<file path="config.mk">
export PLATFORM = sky130hd
export DESIGN_NAME = rom_burst_arbiter
export DESIGN_NICKNAME = d
export VERILOG_FILES = /design/src/rtl/rom_burst_arbiter.sv
export SDC_FILE = /design/constraint.sdc
export NUM_CORES = 1
export LEC_CHECK = 0
export ABC_AREA = 0
export BUFFER_PORTS_ARGS = -buffer_cell sky130_fd_sc_hd__buf_4
export CORE_ASPECT_RATIO = 1.2
export CORE_MARGIN = 4
export CORE_UTILIZATION = 42
export DETAILED_ROUTE_END_ITERATION = 7
export PLACE_DENSITY = 0.79
export RECOVER_POWER = 100
export SLEW_MARGIN = 20
export SYNTH_ARGS = -nofsm -noshare
export SYNTH_HDL_FRONTEND = slang
export SYNTH_SLANG_ARGS = --single-unit
</file>
<file path="constraint.sdc">
create_clock -name clk -period 1.65 [get_ports clk]
set_clock_uncertainty 0.15 [all_clocks]
set_input_delay 0.2475 -clock clk [delete_from_list [all_inputs] [get_ports clk]]
set_output_delay 0.2475 -clock clk [all_outputs]
set_load 0.005 [all_outputs]
</file>
<file path="src/rtl/rom_burst_arbiter.sv">
// rtl/rom_burst_arbiter.sv - two-port round-robin burst-read arbiter and ROM address sequencer
module rom_burst_arbiter #(
  parameter int AW = 11,
  parameter int DW = 16,
  parameter int LW = 4
) (
  input  logic          clk,
  input  logic          rst,
  input  logic          req0_valid,
  input  logic [AW-1:0] req0_addr,
  input  logic [LW-1:0] req0_len,
  output logic          req0_ready,
  input  logic          req1_valid,
  input  logic [AW-1:0] req1_addr,
  input  logic [LW-1:0] req1_len,
  output logic          req1_ready,
  output logic [AW-1:0] rom_a,
  input  logic [DW-1:0] rom_spo,
  output logic          rd_valid,
  output logic [DW-1:0] rd_data,
  output logic          rd_id,
  output logic          rd_last,
  output logic          busy
);

  typedef enum logic {IDLE, BURST} state_t;

  localparam logic [AW-1:0] ADDR_ONE = AW'(1);
  localparam logic [LW-1:0] CNT_ONE  = LW'(1);

  state_t        state_q, state_d;
  logic [AW-1:0] cur_addr_q, cur_addr_d;
  logic [LW-1:0] cnt_q, cnt_d;
  logic          cur_id_q, cur_id_d;
  logic          last_id_q, last_id_d;
  logic          rd_valid_q, rd_valid_d;
  logic [DW-1:0] rd_data_q, rd_data_d;
  logic          rd_id_q, rd_id_d;
  logic          rd_last_q, rd_last_d;
  logic          sel;

  assign rom_a    = cur_addr_q;
  assign rd_valid = rd_valid_q;
  assign rd_data  = rd_data_q;
  assign rd_id    = rd_id_q;
  assign rd_last  = rd_last_q;
  assign busy     = (state_q == BURST);

  // Arbitration in IDLE, then one ROM word issued per cycle until the burst count runs out.
  always_comb begin
    state_d    = state_q;
    cur_addr_d = cur_addr_q;
    cnt_d      = cnt_q;
    cur_id_d   = cur_id_q;
    last_id_d  = last_id_q;
    rd_valid_d = 1'b0;
    rd_data_d  = rd_data_q;
    rd_id_d    = rd_id_q;
    rd_last_d  = 1'b0;
    req0_ready = 1'b0;
    req1_ready = 1'b0;
    // On a tie the requester that was not served last wins; otherwise whoever is valid.
    sel = (req0_valid && req1_valid) ? ~last_id_q : req1_valid;
    case (state_q)
      IDLE: begin
        if (!rst && (req0_valid || req1_valid)) begin
          req0_ready = ~sel;
          req1_ready = sel;
          state_d    = BURST;
          cur_addr_d = sel ? req1_addr : req0_addr;
          cnt_d      = sel ? req1_len : req0_len;
          cur_id_d   = sel;
          last_id_d  = sel;
        end
      end
      BURST: begin
        rd_valid_d = 1'b1;
        rd_data_d  = rom_spo;
        rd_id_d    = cur_id_q;
        rd_last_d  = (cnt_q == '0);
        if (cnt_q == '0) begin
          // Final word: leave the address on rom_a so it holds in IDLE.
          state_d = IDLE;
        end else begin
          cur_addr_d = cur_addr_q + ADDR_ONE;
          cnt_d      = cnt_q - CNT_ONE;
        end
      end
      default: state_d = IDLE;
    endcase
  end

  // State and read-data registers with synchronous reset; an aborted burst is simply dropped.
  always_ff @(posedge clk) begin
    if (rst) begin
      state_q    <= IDLE;
      cur_addr_q <= '0;
      cnt_q      <= '0;
      cur_id_q   <= 1'b0;
      last_id_q  <= 1'b1;
      rd_valid_q <= 1'b0;
      rd_data_q  <= '0;
      rd_id_q    <= 1'b0;
      rd_last_q  <= 1'b0;
    end else begin
      state_q    <= state_d;
      cur_addr_q <= cur_addr_d;
      cnt_q      <= cnt_d;
      cur_id_q   <= cur_id_d;
      last_id_q  <= last_id_d;
      rd_valid_q <= rd_valid_d;
      rd_data_q  <= rd_data_d;
      rd_id_q    <= rd_id_d;
      rd_last_q  <= rd_last_d;
    end
  end

endmodule

</file>
### Yosys cells after proc, flatten, opt, wreduce, memory -nomap -nowiden

Index checks and enable logic that the tools add are counted.

| word-level totals | value |
|---|---|
| latch bits | 0 |
| memory bits (writable) | 0 |
| memories | 0 |
| input bits | 50 |
| output and inout port bits | 33 |
| bits in registers | 37 |
| bits in read-only memories | 0 |
| word-level logic and storage cells | 41 |

| operators by class | value |
|---|---|
| reduce and logical (&&, ||, !) cells | 8 |
| $add $sub $neg | 2 |
| equality and inequality tests | 2 |
| multiply operators | 0 |
| $lt $le $gt $ge | 0 |
| shifts and indexed selects | 0 |
| mux-type cells | 17 |
| bitwise logic cells | 3 |
| divide/modulo/power cells | 0 |

Operators by type and width:

| cell | count |
|---|---|
| 11-bit two-way mux | 3 |
| 11-bit one-hot mux with 2 select lines | 1 |
| 4-bit two-way mux | 3 |
| 11-bit by 1-bit adder with 11-bit output, second input constant | 1 |
| 1-bit two-way mux | 8 |
| 4-bit one-hot mux with 2 select lines | 1 |
| 4-bit logical NOT | 1 |
| 2-bit != test, second input constant | 2 |
| 2-bit AND reduction | 2 |
| 4-bit by 1-bit subtractor with 4-bit output, second input constant | 1 |
| 1-bit NOT | 3 |
| 1-bit logical AND | 2 |
| 1-bit one-hot mux with 2 select lines | 1 |
| 2-bit OR reduction | 1 |
| 1-bit logical NOT | 1 |
| 1-bit logical OR | 1 |

### Logic depth before layout (Yosys ltp)

Gate-level depths: netlist of run 1.

| depth | value |
|---|---|
| depth in word-level cells | 5 |
| depth in mapped cells | 7 |
| depth with buffers taken out | 6 |

### Least setup slack after synthesis of run 1

Ideal clock, no wire load.

| timing path | value |
|---|---|
| path kind | register to register |
| from | register cnt_q[0] |
| to | register cur_addr_q[9], in the netlist rom_a[9] |
| library setup time | 0.122 ns |
| required time | 1.378 ns |
| clock period less this slack | 1.780 ns |
| data arrival time | 1.508 ns |
| buffers on the path | 0 |
| stages on the path, launching flop included | 7 |
| setup slack | -0.130 ns |
| cell sequence | dfxtp_1 -> inv_1 -> ha_1 -> or3b_1 -> a2bb2oi_2 -> nor2_1 -> a221o_1 |

| on the way | value |
|---|---|
| word-level cells in the longest chain between the ends | 3 |

RTL lines:

| item | RTL line | text |
|---|---|---|
| from (decl) | 33 | `logic [LW-1:0] cnt_q, cnt_d;` |
| from (signal assigned) | 108 | `cnt_q <= cnt_d;` |
| 4-bit logical NOT | 81 | `if (cnt_q == '0) begin` |
| 2-bit != test (no source line) | -- |  |
| 2-bit AND reduction (no source line) | -- |  |
| to (signal assigned) | 107 | `cur_addr_q <= cur_addr_d;` |
| to (decl) | 32 | `logic [AW-1:0] cur_addr_q, cur_addr_d;` |

Every way passes these cells.
A chain may end at the register's enable or synchronous reset.

### Worst setup path in the final report of run 1

| timing path | value |
|---|---|
| from | register cnt_q[1] |
| to | register cur_addr_q[9], in the netlist rom_a[9] |

Same word-level chain as after synthesis.

==> results by group, run 1 <==
Worst hold path
  – WHS Endpoint: rd_data[6]$_SDFFE_PP0P_
  – Hold Path Origin: rom_spo[6]
  – Min-delay worst type: input port to flip-flop
  – Hold Path Cell Cnt: 3

Placement
  – DP Area: 2780 µm²
  – Post-DP HPWL: a little under 4000 µm
  – Placer Congestion: 0.793
  – Port Buffers: approximately 80
  – Pre-CTS setup slack: -0.0744 ns
  – Post-Place Cells: 364

Synthesis
  – Synth Warn #: 0
  – Flops & latches, synth: 37
  – Largest cells by area after synthesis: dfxtp_1 (39%), mux2i_1 (14%), nor2_1 (5.5%), mux2_2 (4.1%), a21oi_1 (3.2%)
  – Most used DFF post-synth: dfxtp_1
  – Synth async-reset ratio: 0%
  – Sequential element share of the synthesized area: 38.9%
  – Biggest area consumer among synthesized cells: dfxtp_1
  – Synth Cell Area: 1910 µm²
  – Mapped Cells: 210
  – Mapped Nets: ~260
  – Post-synth EDFFs: 0
  – Avg Cell Area, Syn: 9.07 µm²
  – Top-area cell type share of the netlist area: about two fifths
  – Yosys cell types: 45

Clocking
  – H-tree Lvls: 2
  – Clk Latency, worst-skew pair: 0.30 ns
  – Max clock buf depth: 2
  – CTS tree: built
  – Worst-path clk slew: around 0.080 ns
  – Clk root buf: clkbuf_8
  – Post-cts hold buffer count: 0
  – # clock sinks: 37
  – CTS buffer count: 5

Timing
  – Slew margin rel.: around 72%
  – F_max: 567 MHz
  – Slew @ Worst Pin: about 0.42 ns
  – Minimum clock period: ~1.8 ns
  – Worst setup margin: -0.113 ns
  – Setup TNS: -0.594 ns
  – Final hold vios: 0
  – RSZ-0062 raised after global routing: true
  – Final setup fails: 12
  – Final Slew Violations: 0
  – Final period util: 107%
  – Hold slack final: around 0.029 ns

Global route
  – Total track usage: 19.6%
  – Vias in the first global route: just under 2000
  – Initial antenna violation count: 0
  – First-pass GRT wire length: 8930 µm
  – Grt ovf: 0
  – Largest net degree at the start of global routing: 40

Critical path
  – R2R depth: 6
  – R2r endpoint: rom_a[9]$_SDFFE_PP0P_
  – Crit path required time: 1.68 ns
  – Data arrival time of the critical path: 1.80 ns
  – Launching point of the worst reg2reg path: cnt_q[1]$_SDFFE_PP0P_
  – CP startpoint kind: flip-flop
  – CP startpoint: cnt_q[1]$_SDFFE_PP0P_
  – Max FO, Critical Path: 3
  – Reg-to-reg slack, setup: -0.11 ns
  – Kind of critical path: flip-flop to flip-flop
  – CP Capture Type: flip-flop

Cells and area
  – ANT cells: 0
  – Fin cells: 377
  – Reg area: about 740 µm²
  – Multi-input logic area: 1150 µm²
  – Design Area, Final: 3000 µm²
  – Layout Area Growth over Synthesis: 57.6%
  – Fill cells: 336
  – Nets: 372
  – Layout cell share with drive strength beyond 1: 47.7%
  – Core Util, Final: 69.4%

Outcome
  – Failing checks: setup timing
  – Status: finished, violations left

Power and ir drop
  – Total Power: 2.66 mW
  – VDD IR max: about 0.00056 V
  – Power per cell area: 886 nW/µm²
  – Leak: about 1.3 nW

Detailed routing
  – ANT nets after route: 0
  – Routed vias/inst: 5.29
  – Total number of vias: 1993
  – Final WL: about 5500 µm
  – 1st-iter DRT viols: 60
  – Avg WL per Cell: 14.5 µm
  – # DRC: 0
  – Pre-antenna DRT Iters: 5

Floorplan
  – Row cnt: 26
  – Core area: 4330 µm²
  – Initial core utilization: between 40% and 50%
  – Area of the die: 5680 µm²
  – Die H: 81.8 µm
  – I/O pins: 83
  – Chip Width: 69.5 µm

Flow run
  – # Max-Cap Violations: 0
## cells by family (layout without fill, tap and decap cells)
kind of cell             after synthesis  in the layout  synth area share, %
AND/OR/NAND/NOR                       74             74                 19.1
multiplexers                          34             34                 18.6
AO/OA/AOI/OAI                         46             46                 17.6
adder cells (fa/ha/maj)                2              2                 1.31
flip-flops                            37             37                 38.9
buffers and inverters                 17            128                 4.53
## area by class of cell
| cell class | instances | share of cell area (%) |
|---|---|---|
| well taps | 56 | 2.33 |
| repair buffers | 115 | 29.7 |
| inverters | 5 | 0.750 |
| multi-input cells | 156 | 38.5 |
| flip-flops and latches | 37 | 24.8 |
| clock buffers | 6 | 2.75 |
| clock inverters | 2 | 1.25 |
## how the worst max path moves through the flow
stage	slack [ns]	endpoint	cells after the start
floorplan	-0.07	rom_a[9]$_SDFFE_PP0P_	6
global placement	-0.06	rom_a[9]$_SDFFE_PP0P_	6
detailed placement	-0.07	rom_a[9]$_SDFFE_PP0P_	6
CTS	-0.09	rom_a[6]$_SDFFE_PP0P_	7
global route	-0.16	rom_a[9]$_SDFFE_PP0P_	6
finish	-0.11	rom_a[9]$_SDFFE_PP0P_	6
## per-layer routing
layer	wire length, µm	vias up	global-route usage [%]
li1	-	977	-
met1	2230	923	22.6
met2	2580	80	32.2
met3	525	13	8.20
met4	131	0	8.20
met5	0	-	0
## worst max-delay path, cell delays in order (launching register included)
cell and delay [ns]:
dfxtp_2 0.33, inv_2 0.06, ha_4 0.13, or3b_4 0.40, a2bb2oi_4 0.19, nor2_2 0.06, a221o_1 0.33
## flip-flops by register name, indices dropped and copies added, names as in the netlist
signal     flops
last_id_q      1
rd_valid       1
rd_last        1
busy           1
cur_id_q       1
rd_id          1
cnt_q          4
rd_data       16
rom_a         11
## Yosys cell counts, types with 3 or more instances
cell type and instances:
inv_1 5, nand2_1 16, mux2i_1 26, nand3_1 4, nor2_1 28, o22ai_1 4
o211ai_1 5, buf_1 3, a21oi_1 12, nand4_1 3, nor2b_1 3, nand2b_1 4
mux2_2 7, nor3_1 4, dfxtp_1 37, clkbuf_1 3, buf_2 3, o21ai_0 8
## cells in the final DEF (no fill, tap or decap), types with 5 or more instances in the layout
cell type / count
nor2_1: 27
a21oi_1: 11
nand2_1: 16
clkbuf_8: 6
buf_4: 110
dfxtp_1: 34
o211ai_1: 5
mux2_2: 7
mux2i_1: 26
## where the power goes
group          internal, mW  switching, mW  total, mW
registers             0.967         0.0636       1.03
clock network         0.492          0.346      0.838
logic                 0.461          0.332      0.793
## what timing repair did
item                                    in CTS  in global routing
buffers inserted                             1                  4
pin swaps                                    3                 10
endpoints found under the setup margin      12                 15
endpoints found under the hold margin        0                  0
gates resized for setup                      1                 17
Power figures use the tool's default switching activity.
==> inputs of run 2 (changes only) <==
--- a/config.mk
+++ b/config.mk
@@ -9,9 +9,11 @@
 export BUFFER_PORTS_ARGS = -buffer_cell sky130_fd_sc_hd__buf_4
 export CORE_ASPECT_RATIO = 1.2
 export CORE_MARGIN = 4
-export CORE_UTILIZATION = 42
+export CORE_UTILIZATION = 44
+export CTS_BUF_LIST = sky130_fd_sc_hd__clkbuf_4 sky130_fd_sc_hd__clkbuf_8
+export CTS_CLUSTER_DIAMETER = 150
 export DETAILED_ROUTE_END_ITERATION = 7
-export PLACE_DENSITY = 0.79
+export PLACE_DENSITY = 0.82
 export RECOVER_POWER = 100
 export SLEW_MARGIN = 20
 export SYNTH_ARGS = -nofsm -noshare
==> run 2 against run 1 <==
The run still ends with setup timing left. Critical path depth stayed put. Hold slack gained 0.011 ns. Fmax increased by 2.0%. Wire length up 0.68%. Clock power is 3.5% lower. Global-route usage grew 1.0 points. Register-to-register slack improved by 0.03 ns. Flip-flop and latch count unchanged. Total power shrank 2.6%. Sequential power about the same. Critical path type unchanged. Largest power group unchanged. Highest routed layer unchanged.
==> results by group, run 2 (synthesized netlist as in run 1, its figures left out) <==
Outcome
  – Status: finished, violations left
  – Failing checks: setup timing

Timing
  – Final period util: 105%
  – RSZ-0062 raised after global routing: true
  – Worst setup margin: -0.0780 ns
  – Final hold vios: 0
  – Minimum clock period: 1.73 ns
  – Hold slack final: between 0.04 and 0.05 ns
  – Slew margin rel.: 71.6%
  – Final Slew Violations: 0
  – Final setup fails: 9
  – F_max: 579 MHz
  – Slew @ Worst Pin: 0.426 ns

Detailed routing
  – Final WL: 5500 µm
  – Pre-antenna DRT Iters: 4
  – # DRC: 0
  – 1st-iter DRT viols: around 100
  – ANT nets after route: 0
  – Routed vias/inst: around 5.4
  – Avg WL per Cell: 14.7 µm
  – Total number of vias: ~2000

Critical path
  – Delay-heaviest family, CP: compound AO/OA/AOI/OAI gates
  – Crit path required time: ~1.7 ns
  – Kind of critical path: flip-flop to flip-flop
  – Data arrival time of the critical path: 1.76 ns
  – CP max-delay cell: or3b_4
  – CP startpoint kind: flip-flop
  – CP Capture Type: flip-flop
  – WP buf/inv: 1
  – Crit-path cells: inv_2, ha_4, or3b_4, a2bb2oi_4, nor2_2, a221o_1
  – Largest stage delay on the critical path: 0.40 ns
  – Max FO, Critical Path: 3

Power and ir drop
  – VDD IR max: 0.000547 V
  – Sequential share of power: 39.5%
  – Switching pwr: 717 µW
  – Sw Ratio: 27.7%
  – Leak: 1.33 nW
  – Power per cell area: 877 nW/µm²
  – Comb pwr share: 29.4%
  – Clock power share: 31.2%
  – Internal power: about 1.9 mW

Floorplan
  – Chip Width: 68.1 µm
  – Row cnt: 25
  – Initial core utilization: about 47%
  – I/O pins: just over 80
  – Area of the die: around 5500 µm²
  – Die H: between 80 and 90 µm
  – Core area: around 4000 µm²

Cells and area
  – Design Area, Final: 2960 µm²
  – Most frequent cells in the layout: buf_4 (110), dfxtp_1 (33), nor2_1 (27)
  – Layout Area Growth over Synthesis: 55.2%
  – Layout cell share with drive strength beyond 1: 46.4%
  – Fill cells: between 300 and 400
  – ANT cells: 0
  – Max reg flops: 16
  – Nets: 372
  – Commonest non-fill, non-tap cell in the layout: buf_4

Global route
  – First-pass GRT wire length: 8540 µm
  – GRT Max-Usage Layer: met2
  – Grt ovf: 0
  – Routing usage on met2: 34.9%
  – Largest net degree at the start of global routing: 40
  – Met3 global-route usage: 8.53%
  – Total track usage: approximately a fifth
  – Initial antenna violation count: 0
  – Vias in the first global route: 1916
  – M1 GR Usage: 22.6%

Placement
  – Placer Congestion: 0.871
  – Port Buffers: 82
  – DP Area: about 2800 µm²
  – Post-DP HPWL: 4030 µm

Clocking
  – # clock sinks: 37
  – CTS buffer count: 5
  – Worst-path clk slew: ~0.080 ns
  – H-tree Lvls: 2
  – Clk Latency, worst-skew pair: 0.29 ns
  – Clk root buf: clkbuf_8
  – CTS tree: built
  – Max clock buf depth: 2
  – Post-cts hold buffer count: 0

Flow run
  – # Max-Cap Violations: 0

Worst hold path
  – Min-delay worst type: input port to flip-flop
==> run 2: cell types whose count changed in the layout (fill, tap and decap cells not counted), sizes merged <==
cell / change
inv: +1
clkinv: +1
clkinvlp: -2
==> run 2: area by class of cell <==
type	instances	area [µm²]	area share, %
well taps	54	67.6	2.29
clock inverters	2	38.8	1.31
inverters	5	21.3	0.719
multi-input cells	156	1120	37.7
repair buffers	115	891	30.1
clock buffers	6	76.3	2.58
flip-flops and latches	37	746	25.2
==> run 2: routing by layer <==
| metal | part of all wire [%] | vias up | wire length [µm] |
|---|---|---|---|
| met5 | 0 | - | 0 |
| li1 | - | 976 | - |
| met2 | 49 | 90 | 2680 |
| met4 | 1.9 | 0 | 106 |
| met1 | 40 | 932 | 2200 |
| met3 | 9.3 | 12 | 512 |
==> run 2: what timing repair did <==
item | in CTS | in global routing
endpoints found under the setup margin | 12 | 15
resized for setup | 10 | 2
pin swaps | 4 | 1
setup buffers | 0 | 8
==> run 2: worst paths after layout <==
check	from	end	slack [ns]	depth (start not counted)
max	cnt_q[1]$_SDFFE_PP0P_	rom_a[9]$_SDFFE_PP0P_	-0.08	6
min reg2reg	cur_id_q$_SDFFE_PP0P_	cur_id_q$_SDFFE_PP0P_	0.33	2
max reg2reg	cnt_q[1]$_SDFFE_PP0P_	rom_a[9]$_SDFFE_PP0P_	-0.08	6
min	rom_spo[10]	rd_data[10]$_SDFFE_PP0P_	0.04	3
==> run 2: metrics by stage <==
step | std cells | worst slack [ns] | util, % | setup TNS [ns] | power (mW)
2_1_floorplan | 210 | -0.0664 | - | -0.0676 | 1.40
3_3_place_gp | 359 | -0.0578 | 67.7 | -0.0821 | 1.73
3_5_place_dp | 359 | -0.0892 | 67.7 | -0.297 | 1.75
4_1_cts | 367 | -0.0858 | 71.0 | -0.299 | 2.57
5_1_grt | 375 | -0.155 | 72.7 | -1.46 | 2.73
6_report | 375 | -0.0780 | 72.7 | -0.264 | 2.59
==> run 2: power by group through the flow <==
stage / clock [mW] / combinational, mW / sequential (mW)
6_report: 0.809 / 0.761 / 1.02
3_5_place_dp: 0 / 0.716 / 1.04
3_3_place_gp: 0 / 0.696 / 1.04
4_1_cts: 0.822 / 0.729 / 1.02
5_1_grt: 0.865 / 0.830 / 1.03
2_1_floorplan: 0 / 0.352 / 1.05
==> run 2: tightest hold or removal path, cell delays in order <==
cell and delay (ns):
buf_4 0.08, mux2i_1 0.05, nor2_1 0.07
==> inputs of run 3 (changes only) <==
--- a/config.mk
+++ b/config.mk
@@ -13,7 +13,7 @@
 export CTS_BUF_LIST = sky130_fd_sc_hd__clkbuf_4 sky130_fd_sc_hd__clkbuf_8
 export CTS_CLUSTER_DIAMETER = 150
 export DETAILED_ROUTE_END_ITERATION = 7
-export PLACE_DENSITY = 0.82
+export PLACE_DENSITY_LB_ADDON = 0.05
 export RECOVER_POWER = 100
 export SLEW_MARGIN = 20
 export SYNTH_ARGS = -nofsm -noshare
==> run 3 against run 2 <==
The flow still finishes with violations (setup timing). Fmax rose by 0.93%. Total power up 1.5%. Non-clock buffer count up 1. Largest cell class unchanged. Largest power group unchanged.
==> results by group, run 3 (synthesized netlist as in run 1, its figures left out) <==
Timing
  – Slew margin rel.: 71.6%
  – Final hold vios: 0
  – RSZ-0062 raised after global routing: true
  – Worst setup margin: -0.0621 ns
  – Final Slew Violations: 0
  – Minimum clock period: 1.71 ns
  – F_max: slightly below 600 MHz
  – Final setup fails: 5
  – Final period util: 104%
  – Slew @ Worst Pin: roughly 0.43 ns

Global route
  – Largest net degree at the start of global routing: 40
  – Grt ovf: 0
  – First-pass GRT wire length: just under 9000 µm
  – Vias in the first global route: ~1900
  – Total track usage: between 20% and 30%
  – Initial antenna violation count: 0

Critical path
  – R2r endpoint: rom_a[9]$_SDFFE_PP0P_
  – CP Capture Type: flip-flop
  – CP max-delay cell: or3b_4
  – Critical path depth: 6
  – Data arrival time of the critical path: 1.74 ns
  – Largest stage delay on the critical path: 0.39 ns
  – CP startpoint kind: flip-flop
  – R2R depth: 6
  – Launching point of the worst reg2reg path: cnt_q[1]$_SDFFE_PP0P_
  – Max FO, Critical Path: 3
  – Delay-heaviest family, CP: compound AO/OA/AOI/OAI gates
  – Setup crit end: rom_a[9]$_SDFFE_PP0P_
  – WP buf/inv: 1
  – Reg-to-reg slack, setup: -0.06 ns
  – CP startpoint: cnt_q[1]$_SDFFE_PP0P_
  – Kind of critical path: flip-flop to flip-flop
  – Crit-path cells: inv_2, ha_4, or3b_4, a2bb2oi_4, nor2_2, a221o_1
  – Crit path required time: 1.68 ns

Cells and area
  – ANT cells: 0
  – Nets: between 300 and 400
  – Fin cells: 376
  – Commonest non-fill, non-tap cell in the layout: buf_4
  – Layout Area Growth over Synthesis: 60.2%
  – Most frequent cells in the layout: buf_4 (109), dfxtp_1 (33), nor2_1 (27)
  – Layout cell share with drive strength beyond 1: 48.1%
  – Max reg flops: 16

Power and ir drop
  – Leak: between 1 and 1.5 nW
  – Total Power: 2.63 mW
  – VDD IR max: 0.000595 V
  – Power per cell area: 862 nW/µm²

Clocking
  – Clk root buf: clkbuf_8
  – CTS tree: built
  – # clock sinks: 37
  – H-tree Lvls: 2
  – Clk Latency, worst-skew pair: a little under 0.3 ns
  – Worst-path clk slew: 0.08 ns
  – CTS buffer count: 5
  – Max clock buf depth: 2

Detailed routing
  – 1st-iter DRT viols: 111
  – Pre-antenna DRT Iters: 4
  – # DRC: 0
  – Avg WL per Cell: 14.7 µm
  – Total number of vias: 1990
  – Routed vias/inst: 5.29
  – ANT nets after route: 0
  – Final WL: 5510 µm

Worst hold path
  – Hold Path Cell Cnt: 3
  – Hold Path Origin: rom_spo[7]
  – Min-delay worst type: input port to flip-flop

Floorplan
  – I/O pins: 83
  – Area of the die: 5450 µm²
  – Chip Width: slightly below 70 µm
  – Row cnt: 25
  – Initial core utilization: 46.9%
  – Core area: between 4000 and 5000 µm²
  – Die H: 80.1 µm

Outcome
  – Failing checks: setup timing
  – Status: finished, violations left

Placement
  – Placer Congestion: 0.829
  – Post-Place Cells: approximately 360
  – Port Buffers: 82
  – Post-DP HPWL: 3950 µm

Flow run
  – # Max-Cap Violations: 0
-- run 3: worst min-delay path, cell delays in order --
cell and delay, ns:
buf_4 0.07, mux2i_1 0.05, nor2_1 0.07
-- run 3: power by group --
part           internal [mW]  switching, mW
Clock                  0.492          0.338
Sequential             0.967         0.0594
Combinational          0.452          0.324
-- run 3: layer usage --
layer  track usage, %  up-vias  wire length, µm
li1                 -      980                -
met3             6.43        5              379
met4             5.96        0               42
met2             36.5       71             2960
met5                0        -                0
met1             24.3      934             2140
-- run 3: final cells by class --
| class | instances | area (µm²) |
|---|---|---|
| Clock buffer | 6 | 82.6 |
| Clock inverter | 2 | 37.5 |
| Fill cell | 327 | 1010 |
| Inverter | 5 | 31.3 |
| Multi-Input combinational cell | 156 | 1150 |
| Sequential cell | 37 | 748 |
| Tap cell | 54 | 67.6 |
| Timing Repair Buffer | 116 | 940 |
-- run 3: worst min path at each step --
stage	to	slack, ns
6_report	rd_data[7]$_SDFFE_PP0P_	0.04
5_1_grt	rd_data[6]$_SDFFE_PP0P_	0.03
4_1_cts	rd_data[7]$_SDFFE_PP0P_	0.04
3_5_place_dp	cur_id_q$_SDFFE_PP0P_	0.30
3_3_place_gp	cur_id_q$_SDFFE_PP0P_	0.30
2_1_floorplan	last_id_q$_SDFFE_PP1P_	0.24
-- run 3: what timing repair did --
action,in CTS,in global routing
gates cloned,1,0
hold buffers,0,0
gates resized for setup,10,12
pin swaps,6,5
buffers inserted,2,4
setup endpoints to repair,11,15
-- run 3: through the flow --
step	TNS [ns]	utilization [%]	hold WS, ns	area [µm²]	setup WS [ns]
2_1_floorplan	-0.0676	-	0.236	1940	-0.0664
3_3_place_gp	-0.0889	68.4	0.299	2780	-0.0543
3_5_place_dp	-0.171	68.4	0.302	2780	-0.0671
4_1_cts	-0.319	73.2	0.0350	2980	-0.0738
5_1_grt	-0.967	75.1	0.0268	3050	-0.125
6_report	-0.164	75.1	0.0385	3050	-0.0621
